### src/rtl/dcache_wb_pkg.sv
// Shared types for the data cache: word type, controller states, line layout.
// No logic; no latency.
// Imported by the cache interface, the store-merge helper and the cache top.
package dcache_wb_pkg;

  typedef logic [31:0] word_t;

  // Default geometry; the line struct below is sized for it.
  localparam int DEF_NUM_SETS = 16;
  localparam int DEF_IDX_W    = $clog2(DEF_NUM_SETS);
  localparam int DEF_TAG_W    = 30 - DEF_IDX_W;

  typedef enum logic [2:0] {
    S_IDLE    = 3'd0,
    S_WB      = 3'd1,
    S_FILL    = 3'd2,
    S_FLUSH   = 3'd3,
    S_FLUSHED = 3'd4
  } dcache_state_t;

  typedef struct packed {
    logic                 valid;
    logic                 dirty;
    logic [DEF_TAG_W-1:0] tag;
    word_t                data;
  } dcache_line_t;

endpackage

### src/rtl/dcache_wb_if.sv
// Datapath <-> data cache request interface.
// Ports: read, write[1:0], addr, store, done, halt (datapath -> cache); ready, load, flushed (cache -> datapath).
// Backpressure: the datapath holds its request stable until ready=1.
interface dcache_wb_if;
  import dcache_wb_pkg::*;

  logic       read;
  logic [1:0] write;
  word_t      addr;
  word_t      store;
  logic       done;
  logic       halt;
  logic       ready;
  word_t      load;
  logic       flushed;

  // master = datapath, slave = cache
  modport master (
    output read, write, addr, store, done, halt,
    input  ready, load, flushed
  );

  modport slave (
    input  read, write, addr, store, done, halt,
    output ready, load, flushed
  );
endinterface

### src/rtl/dcache_wb_store_merge.sv
// Little-endian byte/halfword/word lane merge of store data into an existing word.
// Purely combinational, zero latency; no handshake.
// Ports: i_old (current word), i_store, i_write (1=byte, 2=half, 3=word), i_off (addr[1:0]) -> o_word.
module dcache_wb_store_merge
  import dcache_wb_pkg::*;
(
  input  word_t      i_old,
  input  word_t      i_store,
  input  logic [1:0] i_write,
  input  logic [1:0] i_off,
  output word_t      o_word
);

  always_comb begin
    o_word = i_old;
    case (i_write)
      2'd1: begin
        case (i_off)
          2'd0:    o_word[7:0]   = i_store[7:0];
          2'd1:    o_word[15:8]  = i_store[7:0];
          2'd2:    o_word[23:16] = i_store[7:0];
          default: o_word[31:24] = i_store[7:0];
        endcase
      end
      // Halfword lane comes from addr[1] only; addr[0] is ignored.
      2'd2: begin
        if (i_off[1]) o_word[31:16] = i_store[15:0];
        else          o_word[15:0]  = i_store[15:0];
      end
      2'd3:    o_word = i_store;
      default: o_word = i_old;
    endcase
  end

endmodule

### src/rtl/dcache_wb.sv
// Direct-mapped, write-back, write-allocate data cache, one word per line; flushes dirty lines on halt.
// Latency: hit 0 cycles (combinational ready/load); miss 1 + mem latency (clean) or 2 + 2x mem latency (dirty).
// Backpressure: ready=0 while a miss or flush is in progress; memory requests held until mem_ready.
// Ports: clk, rst (async active-high), cif (slave side), mem_ren/mem_wen/mem_addr/mem_store out, mem_ready/mem_load in.
module dcache_wb
  import dcache_wb_pkg::*;
#(
  parameter int NUM_SETS = DEF_NUM_SETS
) (
  input  logic       clk,
  input  logic       rst,
  dcache_wb_if.slave cif,
  output logic       mem_ren,
  output logic       mem_wen,
  output word_t      mem_addr,
  output word_t      mem_store,
  input  logic       mem_ready,
  input  word_t      mem_load
);

  localparam int IDX_W = $clog2(NUM_SETS);
  localparam int TAG_W = 30 - IDX_W;

  // Line storage: valid/dirty are reset, tag/data are not (valid=0 masks them).
  logic [NUM_SETS-1:0] r_valid;
  logic [NUM_SETS-1:0] r_dirty;
  logic [TAG_W-1:0]    r_tag  [NUM_SETS];
  word_t               r_data [NUM_SETS];

  dcache_state_t r_state, w_state_nxt;
  logic [IDX_W-1:0] r_cnt, w_cnt_nxt;

  logic [IDX_W-1:0] w_idx;
  logic [TAG_W-1:0] w_tag;
  logic             w_req;
  logic             w_hit;
  logic             w_wr_commit;
  logic             w_flush_last;
  word_t            w_merged;
  logic             w_ready;
  word_t            w_load;
  logic             w_flushed;

  assign w_idx = cif.addr[IDX_W+1:2];
  assign w_tag = cif.addr[31:IDX_W+2];
  assign w_req = cif.read | (|cif.write);
  // halt outranks requests, so a hit is never reported while halt is up.
  assign w_hit = (r_state == S_IDLE) && !cif.halt && w_req &&
                 r_valid[w_idx] && (r_tag[w_idx] == w_tag);
  assign w_wr_commit  = w_hit && (|cif.write) && cif.done;
  assign w_flush_last = (r_cnt == IDX_W'(NUM_SETS - 1));

  dcache_wb_store_merge u_merge (
    .i_old   (r_data[w_idx]),
    .i_store (cif.store),
    .i_write (cif.write),
    .i_off   (cif.addr[1:0]),
    .o_word  (w_merged)
  );

  always_ff @(posedge clk or posedge rst) begin
    if (rst) begin
      r_state <= S_IDLE;
      r_cnt   <= '0;
    end else begin
      r_state <= w_state_nxt;
      r_cnt   <= w_cnt_nxt;
    end
  end

  always_comb begin
    w_state_nxt = r_state;
    w_cnt_nxt   = r_cnt;
    mem_ren     = 1'b0;
    mem_wen     = 1'b0;
    mem_addr    = '0;
    mem_store   = '0;
    w_ready     = 1'b0;
    w_load      = '0;
    w_flushed   = 1'b0;
    case (r_state)
      S_IDLE: begin
        if (cif.halt) begin
          w_state_nxt = S_FLUSH;
          w_cnt_nxt   = '0;
        end else if (w_hit) begin
          w_ready = 1'b1;
          w_load  = r_data[w_idx];
        end else if (w_req) begin
          w_state_nxt = r_dirty[w_idx] ? S_WB : S_FILL;
        end
      end
      S_WB: begin
        mem_wen   = 1'b1;
        mem_addr  = {r_tag[w_idx], w_idx, 2'b00};
        mem_store = r_data[w_idx];
        if (mem_ready) w_state_nxt = S_FILL;
      end
      S_FILL: begin
        mem_ren  = 1'b1;
        mem_addr = {cif.addr[31:2], 2'b00};
        if (mem_ready) w_state_nxt = S_IDLE;
      end
      S_FLUSH: begin
        // Clean sets cost one cycle; dirty sets wait for their write-back.
        if (!r_dirty[r_cnt] || mem_ready) begin
          if (w_flush_last) w_state_nxt = S_FLUSHED;
          else              w_cnt_nxt   = r_cnt + 1'b1;
        end
        if (r_dirty[r_cnt]) begin
          mem_wen   = 1'b1;
          mem_addr  = {r_tag[r_cnt], r_cnt, 2'b00};
          mem_store = r_data[r_cnt];
        end
      end
      S_FLUSHED: w_flushed = 1'b1;
      default:   w_state_nxt = S_IDLE;
    endcase
  end

  assign cif.ready   = w_ready;
  assign cif.load    = w_load;
  assign cif.flushed = w_flushed;

  always_ff @(posedge clk or posedge rst) begin
    if (rst) begin
      r_valid <= '0;
      r_dirty <= '0;
    end else begin
      if (r_state == S_FILL && mem_ready) begin
        r_valid[w_idx] <= 1'b1;
        r_dirty[w_idx] <= 1'b0;
      end
      if (w_wr_commit) r_dirty[w_idx] <= 1'b1;
      if (r_state == S_FLUSH && mem_ready && r_dirty[r_cnt]) r_dirty[r_cnt] <= 1'b0;
    end
  end

  always_ff @(posedge clk) begin
    if (r_state == S_FILL && mem_ready) begin
      r_tag[w_idx]  <= w_tag;
      r_data[w_idx] <= mem_load;
    end else if (w_wr_commit) begin
      r_data[w_idx] <= w_merged;
    end
  end

endmodule

### src/flat_wrapper.sv
// flat-port wrapper written by rule: the top's interface ports become plain ports
module dcache_wb_flat import dcache_wb_pkg::*;
#(
  parameter int NUM_SETS = DEF_NUM_SETS
)
  (clk, rst, mem_ren, mem_wen, mem_addr, mem_store, mem_ready, mem_load, cif_read, cif_write, cif_addr, cif_store, cif_done, cif_halt, cif_ready, cif_load, cif_flushed);
  dcache_wb_if cif_i ();
  input  logic clk;
  input  logic rst;
  output logic mem_ren;
  output logic mem_wen;
  output word_t mem_addr;
  output word_t mem_store;
  input  logic mem_ready;
  input  word_t mem_load;
  input wire logic [$bits(cif_i.read)-1:0] cif_read;
  input wire logic [$bits(cif_i.write)-1:0] cif_write;
  input wire logic [$bits(cif_i.addr)-1:0] cif_addr;
  input wire logic [$bits(cif_i.store)-1:0] cif_store;
  input wire logic [$bits(cif_i.done)-1:0] cif_done;
  input wire logic [$bits(cif_i.halt)-1:0] cif_halt;
  output wire logic [$bits(cif_i.ready)-1:0] cif_ready;
  output wire logic [$bits(cif_i.load)-1:0] cif_load;
  output wire logic [$bits(cif_i.flushed)-1:0] cif_flushed;
  assign cif_i.read = cif_read;
  assign cif_i.write = cif_write;
  assign cif_i.addr = cif_addr;
  assign cif_i.store = cif_store;
  assign cif_i.done = cif_done;
  assign cif_i.halt = cif_halt;
  assign cif_ready = cif_i.ready;
  assign cif_load = cif_i.load;
  assign cif_flushed = cif_i.flushed;
  dcache_wb #(.NUM_SETS(NUM_SETS)) u_core (.clk(clk), .rst(rst), .cif(cif_i), .mem_ren(mem_ren), .mem_wen(mem_wen), .mem_addr(mem_addr), .mem_store(mem_store), .mem_ready(mem_ready), .mem_load(mem_load));
endmodule
### config.mk
export PLATFORM = sky130hd
export DESIGN_NAME = dcache_wb_flat
export DESIGN_NICKNAME = d
export VERILOG_FILES = /design/src/rtl/dcache_wb_pkg.sv /design/src/rtl/dcache_wb_if.sv /design/src/rtl/dcache_wb_store_merge.sv /design/src/rtl/dcache_wb.sv /design/src/flat_wrapper.sv
export SDC_FILE = /design/constraint.sdc
export NUM_CORES = 1
export LEC_CHECK = 0
export CORE_MARGIN = 2
export CORE_UTILIZATION = 55
export CTS_BUF_LIST = sky130_fd_sc_hd__clkbuf_4
export DETAILED_ROUTE_END_ITERATION = 8
export PLACE_DENSITY = 0.73
export SYNTH_ARGS = -nofsm -noshare
export SYNTH_HDL_FRONTEND = slang
export SYNTH_SLANG_ARGS = --single-unit
### constraint.sdc
create_clock -name clk -period 14.6 [get_ports clk]
set_clock_uncertainty 0.2 [all_clocks]
set_input_delay 2.92 -clock clk [delete_from_list [all_inputs] [get_ports clk]]
set_output_delay 2.92 -clock clk [all_outputs]
set_load 0.02 [all_outputs]
After elaboration in Yosys (flattened, before gate mapping):

Memory sizes are Yosys's and may differ from the RTL's.
Cells that the tools add are included.

* register bits after elaboration: 39
* bits in writable memories: 928
* bits of input ports: 104
* output and inout port bits: 100
* logic and storage cells: 113
* memories kept: 2

Memories
* u_core.r_data: words 16, bits a word 32, read ports 2, clocked after Yosys merged registers in 0, write ports 1, line dcache_wb.sv:28 `word_t r_data [NUM_SETS];`
* u_core.r_tag: words 16, bits a word 26, read ports 2, clocked after Yosys merged registers in 0, write ports 1, line dcache_wb.sv:27 `logic [TAG_W-1:0] r_tag [NUM_SETS];`

* $add $sub $neg: 1
* order comparisons: 4
* eq/ne operators: 19
* muxes and demuxes: 53
* bitwise logic cells: 9
* reduce and logical (&&, ||, !) cells: 21

Operator list (count)
* 32-bit two-way mux: 6
* 32-bit one-hot mux with 3 select lines: 2
* 16-bit two-way mux: 5
* 32-bit one-hot mux with 2 select lines: 1
* 16-bit AND: 2
* 8-bit two-way mux: 4
* 16-bit NOT: 2
* 16-bit bitwise OR: 2
* 26-bit equality test: 1
* 3-bit two-way mux: 7
* 1-bit two-way mux: 16
* 3-bit one-hot mux with 5 select lines: 1
* 1-bit binary-select mux with 4-bit select: 3
* 4-bit two-way mux: 3
* 1-bit logical AND: 11
* 4-bit by 5-bit less-than comparator with 1-bit output (second input constant): 2
* 1-bit demux with 4-bit select: 2
* 4-bit by 1-bit >= comparator with 1-bit output (second input constant): 2
* 2-bit inequality test (second input constant): 4
* 4-bit one-hot mux with 2 select lines: 1
* 7-bit AND reduction: 1
* 2-bit equality test (second input constant): 3
* 3-bit by 2-bit equality test with 1-bit output (second input constant): 2
* 4-bit by 1-bit adder with 4-bit output (second input constant): 1
* 19 further kinds: 23

Logic depth before layout (Yosys ltp):

* word-level depth: 11
* gate-level depth with buffers: 15
* mapped depth without buffers: 8

Cells and area by module:

From an unflattened synthesis, not the netlist that was laid out.

* cells, all modules: 2557
* area, all modules: 48011.0 µm²

Modules (own cells, without submodules)
* dcache_wb: times used 1, cells an instance 2416, area each 46966.3 µm², seq. area each 28842.7 µm²
* dcache_wb_store_merge: times used 1, cells an instance 141, area each 1044.8 µm², seq. area each 0.0 µm²

Least setup slack after synthesis:

No wires, ideal clock.

* kind: input to output
* start: input port cif_addr[2]
* end: output port mem_store[19]
* arrival time: 5965 ps
* slack: 5515 ps
* stages on the path: 12
* path buffers: 9
* cells stage by stage: buf_2 buf_6 buf_6 buf_6 buf_6 buf_6 buf_6 buf_2 buf_1 mux4_2 mux4_2 a22o_1

* longest elaborated chain between the ends: 2

RTL lines
* start, declared: line flat_wrapper.sv:18 `input wire logic [$bits(cif_i.addr)-1:0] cif_addr;`
* memory 16 x 32 bit
* 32-bit one-hot mux with 2 select lines: line dcache_wb.sv:81 `case (r_state)`
* end, declared: line flat_wrapper.sv:13 `output word_t mem_store;`

No other way between the ends.

Worst setup path in the final report:

* start: input port cif_addr[2]
* end: output port cif_load[24]

* longest elaborated chain between the ends: 7
* elaborated cells on any way between the ends: 10
* classes of those cells: eq/ne: 1; mux: 5; reduce/logical: 2; memory: 2

RTL lines
* parallel branches: the longest is 4 deep, another holds memory 16 x 26 bit
* 32-bit two-way mux *: line dcache_wb.sv:86 `end else if (w_hit) begin`
* 32-bit two-way mux *: line dcache_wb.sv:83 `if (cif.halt) begin`
* 32-bit two-way mux *: line dcache_wb.sv:81
* end, declared: line flat_wrapper.sv:23 `output wire logic [$bits(cif_i.load)-1:0] cif_load;`

Every way passes the cells marked *. The select of a mux whose other input is x is not followed.

==> flow_summary.toml <==
[floorplanning]
initial_utilization = 0.557
die_area_um2 = 89000
core_um2 = 85500
ioPinCount = 204
rows = 107
die_w_um = 298
die_h_um = 298

[sta]
max_slew.worst_pin.slew_ns = 1.30
final-hold-violation-count = 0
setup_tns_ns = 0
relSlewSlack = 0.106
drv_slew = 0
worst_hold_slack_ns = 0.265
max_freq_mhz = 82.7
period_needed_ns = 12.09
fin_crit_sh = 0.828
setup-violations-final = 0
rsz0062_at_grt = "false"

[yosys]
syn_area_um2 = 47600
synth_ff_type = "edfxtp_1"
synth-seq-cells = 967
synth_area_per_cell_um2 = 18.6
synthMuxAreaShare = 0.288
yosysSeqAreaShare = 0.606
syn_inst = 2555
synth-edff-count = 928
synth-compound-area-share = 0.0415
yosys.area_share.adder = 0.00105
synth_cell_types = 61
synth_simple_gate_area_frac = 0.0330
synth_top_family_by_area = "multiplexers"
synth_warnings = 0
synth_xor_area_frac = 0.00699
synthArstFlopShare = 0.0403

[route]
finalWirelength_um = 136000
vias_per_cell = 7.02
wl_met3_um = 15100
m1WireLength_um = 49300
dr.max_layer_used = "met5"
wl_per_cell_um = 32.6
drtIter0Drc = 4024
via_count = 29300
route.met2.wl_um = 66400
drc = 0
postRouteAntennaNets = 0
firstDrtPassIters = 8

[power_and_ir_drop]
p_per_area_nw_per_um2 = 132
ir_worst_vdd_mv = 0.0809
p_leak_nw = 17.3
p_total_w = 0.00713

[setup_path]
crit_arrival_ns = 8.97
ff2ff_setup_slack_ns = 8.39
reg2reg_from = "u_core.r_state[0]$_DFFE_PP0P_"
crit_fanout = 92
start_kind = "input pin"
cp.required_ns = 11.48
worstSetupPathType = "input pin to output pin"
rr_worst_depth = 10
r2r_end = "u_core.r_data[15][17]$_DFFE_PP_"
end_kind = "output pin"

[grt]
grt_pass1_wl_um = 198000
overflow = 0
grt_pass1_vias = 30000
grt_max_degree = 168
track_usage = 0.309
antenna_found_initial = 5

[final_layout]
nFillCells = 5910
nNetsFinal = 2962
area.growth.synth_to_final_pct = 13.4
fin_cells = 4181
drive_gt1_frac = 0.355

[hold_path]
worstHoldPathCells = 1
hold_end = "u_core.r_valid[4]$_DFFE_PP0P_"
hold_class = "flip-flop to flip-flop"
min_from = "u_core.r_valid[4]$_DFFE_PP0P_"

[clock_tree]
htreeDepth = 4
cts_hold_buf = 0
cts_tree = "yes"
cts_buffer_depth = 3
path_clk_slew_ns = 0.06
cts-root-buf = "clkbuf_4"
clock_latency_ns = 1.12
cts-resized-gates = 0
cts.sinks = 967
cts_setup_buffers = 0
cts_inserted_buffers = 236

[job]
maxCapViolCount = 0

[place]
place_inst = 3760
portBuffers = 201
dp_hpwl_um = 77300
gp_congestion = 0.913

[outcome]
status = "completed"
[cells in the mapped netlist, types with 12 or more instances]
library cell | count | area [µm²]
a211oi_1 | 14 | 105
a21oi_1 | 87 | 435
a221o_1 | 21 | 210
a22o_1 | 34 | 298
a22oi_1 | 21 | 158
and2_1 | 48 | 300
buf_1 | 45 | 169
buf_2 | 36 | 180
buf_6 | 12 | 135
clkbuf_1 | 103 | 387
dfrtp_1 | 39 | 976
edfxtp_1 | 928 | 27900
inv_1 | 44 | 165
mux2_2 | 29 | 327
mux2i_1 | 102 | 1020
mux4_2 | 545 | 12300
nand2_1 | 80 | 300
nand2b_1 | 14 | 87.6
nand4_1 | 17 | 106
nor2_1 | 82 | 308
nor3_1 | 12 | 60.1
o21ai_0 | 60 | 300
or2_2 | 19 | 119
xnor2_1 | 21 | 184
xor2_1 | 17 | 149
[worst max-delay path, cell delays in order]
cell	delay, ns
buf_8	0.75
buf_4	0.82
mux4_2	0.59
mux4_2	0.51
xnor2_1	0.32
o2111ai_1	0.24
nor4_4	0.86
and3_2	0.92
and2_1	0.25
clkdlybuf4s50_1	0.63
[cell type report]
| class | instances | area, µm² | area share |
|---|---|---|---|
| clock buffer | 339 | 2540 | 0.0471 |
| timing repair buffer | 266 | 2510 | 0.0465 |
| antenna | 5 | 12.5 | 0.000232 |
| sequential | 967 | 28900 | 0.534 |
| clock inverter | 77 | 507 | 0.00938 |
| tap | 1144 | 1430 | 0.0265 |
| inverter | 45 | 169 | 0.00313 |
| multi-input combinational | 1338 | 18000 | 0.333 |
[cell families (layout without fill, tap and decap cells)]
kind of cell               Yosys count  count (layout)
other                                1               7
adders and majority gates            4               4
buffers and inverters              251             727
and+or+nand+nor                    314             314
AOI/OAI and AO/OA                  294             294
xor gates and xnor gates            38              38
muxes                              686             686
DFF                                967             967
[metrics by stage]
stage / worst slack, ns / area [µm²] / utilization
2_1_floorplan: 5.52 / 47600 / -
3_3_place_gp: 2.64 / 51000 / 0.596
3_5_place_dp: 2.50 / 51000 / 0.596
4_1_cts: 2.49 / 54000 / 0.631
5_1_grt: 2.20 / 54000 / 0.631
6_report: 2.51 / 54000 / 0.632
[worst max-delay path by stage]
stage / cells past startpoint / from / to
floorplan: 12 / cif_addr[2] / mem_store[19]
global placement: 10 / cif_addr[2] / cif_load[30]
detailed placement: 10 / cif_addr[2] / cif_load[24]
CTS: 10 / cif_addr[2] / cif_load[24]
global route: 10 / cif_addr[2] / cif_load[24]
finish: 10 / cif_addr[2] / cif_load[24]
[flip-flops by register name (all words and copies together) (netlist names)]
name	cells
u_core.r_data	512
u_core.r_dirty	16
u_core.r_state	3
u_core.r_tag	416
u_core.r_cnt	4
u_core.r_valid	16
[layout by cell type, fill, tap and decap left out, types with 16 or more instances in the layout]
master / Yosys / final
xnor2_1: 21 / 21
nand4_1: 17 / 17
edfxtp_1: 928 / 928
clkdlybuf4s50_1: 0 / 195
o21ai_0: 60 / 59
dfrtp_1: 39 / 35
mux2i_1: 102 / 102
and2_1: 48 / 47
a21oi_4: 0 / 16
mux2_2: 29 / 29
mux4_2: 545 / 545
nand2_1: 80 / 79
a22oi_1: 21 / 21
xor2_1: 17 / 17
buf_4: 10 / 65
a22o_1: 34 / 34
nor2_1: 82 / 66
inv_1: 44 / 44
clkinv_1: 1 / 49
nor2_4: 0 / 16
a221o_1: 21 / 21
a21oi_1: 87 / 70
clkbuf_4: 0 / 339
or2_2: 19 / 19
[routing by layer]
layer / global-route usage / up-vias
li1: - / 11600
met1: 0.415 / 15300
met2: 0.488 / 2035
met3: 0.0764 / 365
met4: 0.133 / 4
met5: 0 / -
[power by group]
part           leakage [nW]  switching (W)  internal, W
Clock                  1.80        0.00111      0.00116
Sequential             8.86      0.0000814      0.00312
Combinational          6.66       0.000851     0.000813
Total                  17.3        0.00204      0.00509
Note: power is estimated with default switching activity, not from simulation.
